**src/rtl/ib_pkg.sv**
```systemverilog
// Shared constants, state encoding and lane popcount helper
// for the decoded-instruction buffer controller.
package ib_pkg;

  localparam int INST_QUEUE     = 32;
  localparam int INST_QUEUE_LOG = 5;
  localparam int FETCH_WIDTH    = 8;
  localparam int DISPATCH_WIDTH = 4;
  localparam int FLUSH_CYCLES   = 2;

  localparam int QLOG  = INST_QUEUE_LOG;
  localparam int CNT_W = QLOG + 1;
  localparam int OFS_W = $clog2(FETCH_WIDTH + 1);
  localparam int TMR_W =
    (FLUSH_CYCLES > 1) ? $clog2(FLUSH_CYCLES) : 1;

  typedef enum logic [1:0] {
    CLEAR = 2'd0,
    FLUSH = 2'd1,
    RUN   = 2'd2
  } ib_state_t;

  // Number of set bits in vec below lane k.
  function automatic logic [OFS_W-1:0] popcount_prefix(
    input logic [FETCH_WIDTH-1:0] vec,
    input int                     k
  );
    logic [OFS_W-1:0] cnt;
    cnt = '0;
    for (int i = 0; i < FETCH_WIDTH; i++) begin
      if (i < k) cnt = cnt + OFS_W'(vec[i]);
    end
    return cnt;
  endfunction

endpackage

```
**src/rtl/ib_lane_compactor.sv**
```systemverilog
// Maps sparse decode-valid lanes onto contiguous
// write-slot offsets and reports the total slot count.
module ib_lane_compactor
  import ib_pkg::*;
(
  input  logic [FETCH_WIDTH-1:0]       vec_i,
  output logic [FETCH_WIDTH*OFS_W-1:0] offs_o,
  output logic [OFS_W-1:0]             nWr_o
);

  always_comb begin
    offs_o = '0;
    for (int k = 0; k < FETCH_WIDTH; k++) begin
      offs_o[k*OFS_W +: OFS_W] = popcount_prefix(vec_i, k);
    end
    nWr_o = popcount_prefix(vec_i, FETCH_WIDTH);
  end

endmodule

```
**src/rtl/inst_buffer_ctrl.sv**
```systemverilog
// Head/tail/occupancy sequencer for the decode->rename
// instruction FIFO, with CLEAR/FLUSH/RUN control FSM.
module inst_buffer_ctrl
  import ib_pkg::*;
(
  input  logic                            clk,
  input  logic                            reset,
  input  logic                            flush_i,
  input  logic                            stall_i,
  input  logic                            decodeReady_i,
  input  logic [FETCH_WIDTH-1:0]          decodedVector_i,
  output logic [FETCH_WIDTH-1:0]          wrEn_o,
  output logic [FETCH_WIDTH*QLOG-1:0]     wrAddr_o,
  output logic [DISPATCH_WIDTH*QLOG-1:0]  rdAddr_o,
  output logic                            dispatchValid_o,
  output logic                            stallFetch_o,
  output logic [CNT_W-1:0]                instCount_o,
  output logic                            ramClear_o,
  output logic                            flushBusy_o
);

  ib_state_t        state_q, state_d;
  logic [TMR_W-1:0] timer_q, timer_d;
  logic [QLOG-1:0]  head_q, head_d;
  logic [QLOG-1:0]  tail_q, tail_d;
  logic [CNT_W-1:0] count_q, count_d;

  logic                      run;
  logic                      wrOK;
  logic [FETCH_WIDTH*OFS_W-1:0] offs;
  logic [OFS_W-1:0]          nVec;
  logic [OFS_W-1:0]          nWr;

  ib_lane_compactor u_compactor (
    .vec_i  (decodedVector_i),
    .offs_o (offs),
    .nWr_o  (nVec)
  );

  assign run = (state_q == RUN);

  assign stallFetch_o = ~run |
    (count_q > CNT_W'(INST_QUEUE - FETCH_WIDTH));

  // A flush in the same cycle suppresses all queue traffic.
  assign wrOK = run & ~flush_i & decodeReady_i
              & ~stallFetch_o;

  assign wrEn_o = {FETCH_WIDTH{wrOK}} & decodedVector_i;
  assign nWr    = wrOK ? nVec : '0;

  assign dispatchValid_o = run & ~flush_i & ~stall_i &
    (count_q >= CNT_W'(DISPATCH_WIDTH));

  assign ramClear_o  = (state_q != RUN);
  assign flushBusy_o = (state_q != RUN);
  assign instCount_o = count_q;

  always_comb begin
    wrAddr_o = '0;
    for (int k = 0; k < FETCH_WIDTH; k++) begin
      wrAddr_o[k*QLOG +: QLOG] =
        tail_q + QLOG'(offs[k*OFS_W +: OFS_W]);
    end
  end

  always_comb begin
    rdAddr_o = '0;
    for (int j = 0; j < DISPATCH_WIDTH; j++) begin
      rdAddr_o[j*QLOG +: QLOG] = head_q + QLOG'(j);
    end
  end

  always_comb begin
    state_d = state_q;
    timer_d = timer_q;
    head_d  = head_q;
    tail_d  = tail_q;
    count_d = count_q;
    if (flush_i) begin
      state_d = FLUSH;
      timer_d = TMR_W'(FLUSH_CYCLES - 1);
      head_d  = '0;
      tail_d  = '0;
      count_d = '0;
    end else begin
      unique case (state_q)
        CLEAR: state_d = RUN;
        FLUSH: begin
          if (timer_q == '0) state_d = RUN;
          else timer_d = timer_q - TMR_W'(1);
        end
        RUN: begin
          tail_d = tail_q + QLOG'(nWr);
          if (dispatchValid_o)
            head_d = head_q + QLOG'(DISPATCH_WIDTH);
          count_d = count_q + CNT_W'(nWr)
            - (dispatchValid_o ?
               CNT_W'(DISPATCH_WIDTH) : CNT_W'(0));
        end
        default: state_d = CLEAR;
      endcase
    end
  end

  always_ff @(posedge clk) begin
    if (reset) begin
      state_q <= CLEAR;
      timer_q <= '0;
      head_q  <= '0;
      tail_q  <= '0;
      count_q <= '0;
    end else begin
      state_q <= state_d;
      timer_q <= timer_d;
      head_q  <= head_d;
      tail_q  <= tail_d;
      count_q <= count_d;
    end
  end

  // Occupancy must agree with the pointer distance.
  always_ff @(posedge clk) begin
    if (!reset) begin
      assert (count_q <= CNT_W'(INST_QUEUE));
      assert (count_q[QLOG-1:0] == QLOG'(tail_q - head_q));
    end
  end

endmodule

```
**config.mk**
```make
export PLATFORM = sky130hd
export DESIGN_NAME = inst_buffer_ctrl
export DESIGN_NICKNAME = d
export VERILOG_FILES = /design/src/rtl/ib_pkg.sv /design/src/rtl/ib_lane_compactor.sv /design/src/rtl/inst_buffer_ctrl.sv
export SDC_FILE = /design/constraint.sdc
export NUM_CORES = 1
export LEC_CHECK = 0
export BUFFER_PORTS_ARGS = -buffer_cell sky130_fd_sc_hd__buf_4
export CORE_ASPECT_RATIO = 1.2
export CORE_UTILIZATION = 55
export CTS_CLUSTER_DIAMETER = 50
export DETAILED_ROUTE_END_ITERATION = 10
export GPL_TIMING_DRIVEN = 0
export MAX_ROUTING_LAYER = met4
export PLACE_DENSITY = 0.95
export SLEW_MARGIN = 5
export SYNTH_ARGS = -nofsm -noshare
export SYNTH_HDL_FRONTEND = slang
export SYNTH_SLANG_ARGS = --single-unit
```
**constraint.sdc**
```tcl
create_clock -name clk -period 16 [get_ports clk]
set_clock_uncertainty 0.2 [all_clocks]
set_input_delay 3.2 -clock clk [delete_from_list [all_inputs] [get_ports clk]]
set_output_delay 3.2 -clock clk [all_outputs]
set_load 0.03 [all_outputs]
```
==> metrics.cfg <==
[yosys]
synth_ff_type = dfxtp_1
syn-cell-area_um2 = 2590
synthCells = 302
synth_area_leader_cell = ha_1
yosys.area_share.simple_pct = 13.7
synthArstFlopShare_pct = 0
ys.warnings.count = 0
synthTopCellsByArea = ha_1, dfxtp_1, xnor2_1, fa_1, a21oi_1
yosys_register_bits = 17
synth_edf_count = 0
avgSynthCellArea_um2 = 8.56
synth_top_area_share_pct = 24.2
synth_fa_ha_area_share_pct = 30.4
yosys-mux-area-fraction_pct = 0.968
synth_compound_area_share_pct = 16.4
synthDistinctLibCells = 48
seq_area_frac_synth_pct = 13.2
synth-xor-area-share_pct = 15.6
synth_top_family_by_area = adder cells

[detailed_routing]
drt_iter0_markers = 132
drc = 0
wl_um = 6410
wire_per_inst_um = 14.2
dr.pass1.iters = 4
ant_nets = 0
viasPerCell = 5.43
num_vias = 2442

[cts]
cts_sinks = 17
cts_inserted_buffers = 3
post_cts_resized = 0
cts_root_buf = clkbuf_8
cts.path.max_buffers = 2
clk_pin_slew_ns = 0.07
h-tree-depth = 1
clk_latency_ns = 0.25
postCtsHoldBufs = 0
post_cts_buffers = 0
cts_tree = built

[die]
dieArea_um2 = 4980
chipHeight_um = 77.1
die_w_um = 64.6
rows = 26
ios = 91
core-area_um2 = 4390
start_util_pct = 58.9

[sta]
tightestPinTransition_ns = 1.02
post-route-period-util_pct = 65.2
finalSetupTns_ns = 0
rsz0062_at_grt = no
hold_viol_final = 0
max_freq_ghz = 0.0959
maxSlewViolCount = 0
finalSetupViolCount = 0
period_minus_slack_ns = 10.43
relSlewSlack_pct = 32.2

[critical_path]
r2r-start = instCount_o[5]
cp_max_fo = 7
required_ns = 12.60
arrival_ns = 7.03
worstSetupStartpointType = input port
critPathCaptureType = output port
cp-startpoint = decodedVector_i[0]
critPathKind = in -> out

[grt]
grt_max_degree = 21
grt_pass1_wl_um = 10500
overflow = 0
grt_pass1_vias = 2339
antenna_found_initial = 0
grt.total_usage_pct = 27.2

[power]
peakVddDrop_mv = 0.0493
p_clk_share_pct = 15.2
leakage_nw = 1.77
power-per-cell-area_nw_per_um2 = 65.2
p_comb_share_pct = 64.4
switching_share_pct = 46.2
seqPwrFrac_pct = 20.4
switching_power_w = 0.000101
intPower_w = 0.000117

[status]
status = finished, final reports clean

[job]
max_cap_viol_count = 0

[cells_and_area]
fin_area_um2 = 3340
areaGrowthSynthToFinish_pct = 29.2
fill_cells = 343
fin_nets = 466
drive_above_1_share_pct = 29.4
diodes = 0

[placed_design]
dpl.hpwl_um = 5180
numPortBuffers = 82
placed_cell_area_um2 = 3290
gp_congestion = 0.895

[worst_hold_path]
hold_class = reg -> reg
min_from = instCount_o[0]

[cell usage in the layout, fill, tap and decap left out, types with 9 or more instances in the layout]
master | Yosys | final
a21o_1 | 11 | 11
a21oi_1 | 28 | 28
and2_1 | 11 | 11
buf_4 | 18 | 100
clkbuf_1 | 9 | 9
dfxtp_1 | 17 | 17
ha_1 | 50 | 50
inv_1 | 15 | 15
nand2_1 | 27 | 27
nor2_1 | 13 | 13
xnor2_1 | 26 | 26
xor2_1 | 12 | 12
[power by group through the flow]
stage	clock network, W	logic, W	registers [W]
2_1_floorplan	0	0.000103	0.0000457
4_1_cts	0.0000330	0.000140	0.0000443
3_3_place_gp	0	0.000135	0.0000452
6_report	0.0000331	0.000140	0.0000444
5_1_grt	0.0000352	0.000152	0.0000444
3_5_place_dp	0	0.000139	0.0000453
[metal layers]
metal / share of wire, % / GRT usage (%)
met3: 4.7 / 2.83
met4: 1.6 / 9.11
met5: 0 / -
met2: 55 / 51.1
met1: 39 / 28.8
[worst paths after layout]
kind              depth (start not counted)  slack [ns]        endpoint
setup / recovery                         14        5.57    wrAddr_o[39]
hold / removal                            2        0.31  instCount_o[0]
setup reg to reg                         16       12.28  instCount_o[5]
hold reg to reg                           2        0.31  instCount_o[0]
[cells in the mapped netlist (all sizes together) (2+ instances only)]
cell type  instances
buf               19
o21a               3
xor2              12
nor2              13
a21o              11
conb               2
clkbuf             9
and2              11
nand3              5
dfxtp             17
o21ai              9
a31oi              2
nor3b              2
a211oi             4
nand2             27
a21oi             29
nor3               2
fa                 8
nor4               2
inv               17
xor3               2
ha                50
nand2b             3
xnor2             26
[kinds of logic after synthesis]
logic type / Yosys count
simple gates: 71
xor+xnor: 41
other cells: 2
fa+ha+maj: 58
flops: 17
compound gates: 66
buf+inv: 45
mux: 2
[registers in the layout (all words and copies together), names as in the netlist]
register	flops
instCount_o	6
tail_q	5
head_q	3
timer_q	1
state_q	2
[final cells by class]
cell class	instances	area, um^2	share of cell area, %
Sequential cell	17	340	10.2
Tap cell	56	70.1	2.10
Timing Repair Buffer	82	616	18.4
Clock buffer	3	41.3	1.24
Buffer	28	180	5.39
Inverter	17	63.8	1.91
Multi-Input combinational cell	246	2020	60.6
Clock inverter	1	5.00	0.150
[metrics by stage]
stage	hold WS (ns)	total power (W)	worst slack, ns	std cells	utilization, %
after floorplan	0.274	0.000149	5.91	308	-
after global placement	0.289	0.000180	5.65	446	75.0
after detailed placement	0.303	0.000185	5.59	446	75.0
after CTS	0.315	0.000218	5.58	450	76.1
after global routing	0.339	0.000232	5.36	450	76.1
final	0.310	0.000218	5.57	450	76.1
[worst max-delay path, cell delays in order]
cell and delay, ns:
buf_4 0.14, fa_1 0.60, ha_1 0.16, clkbuf_1 0.33, xor3_1 0.45, ha_1 0.41, ha_1 0.25, xnor2_1 0.15
xnor3_2 0.33, ha_1 0.34, a21o_1 0.19, a21oi_1 0.17, xnor2_1 0.13, buf_4 0.18
Note: power is estimated with default switching activity, not from simulation.
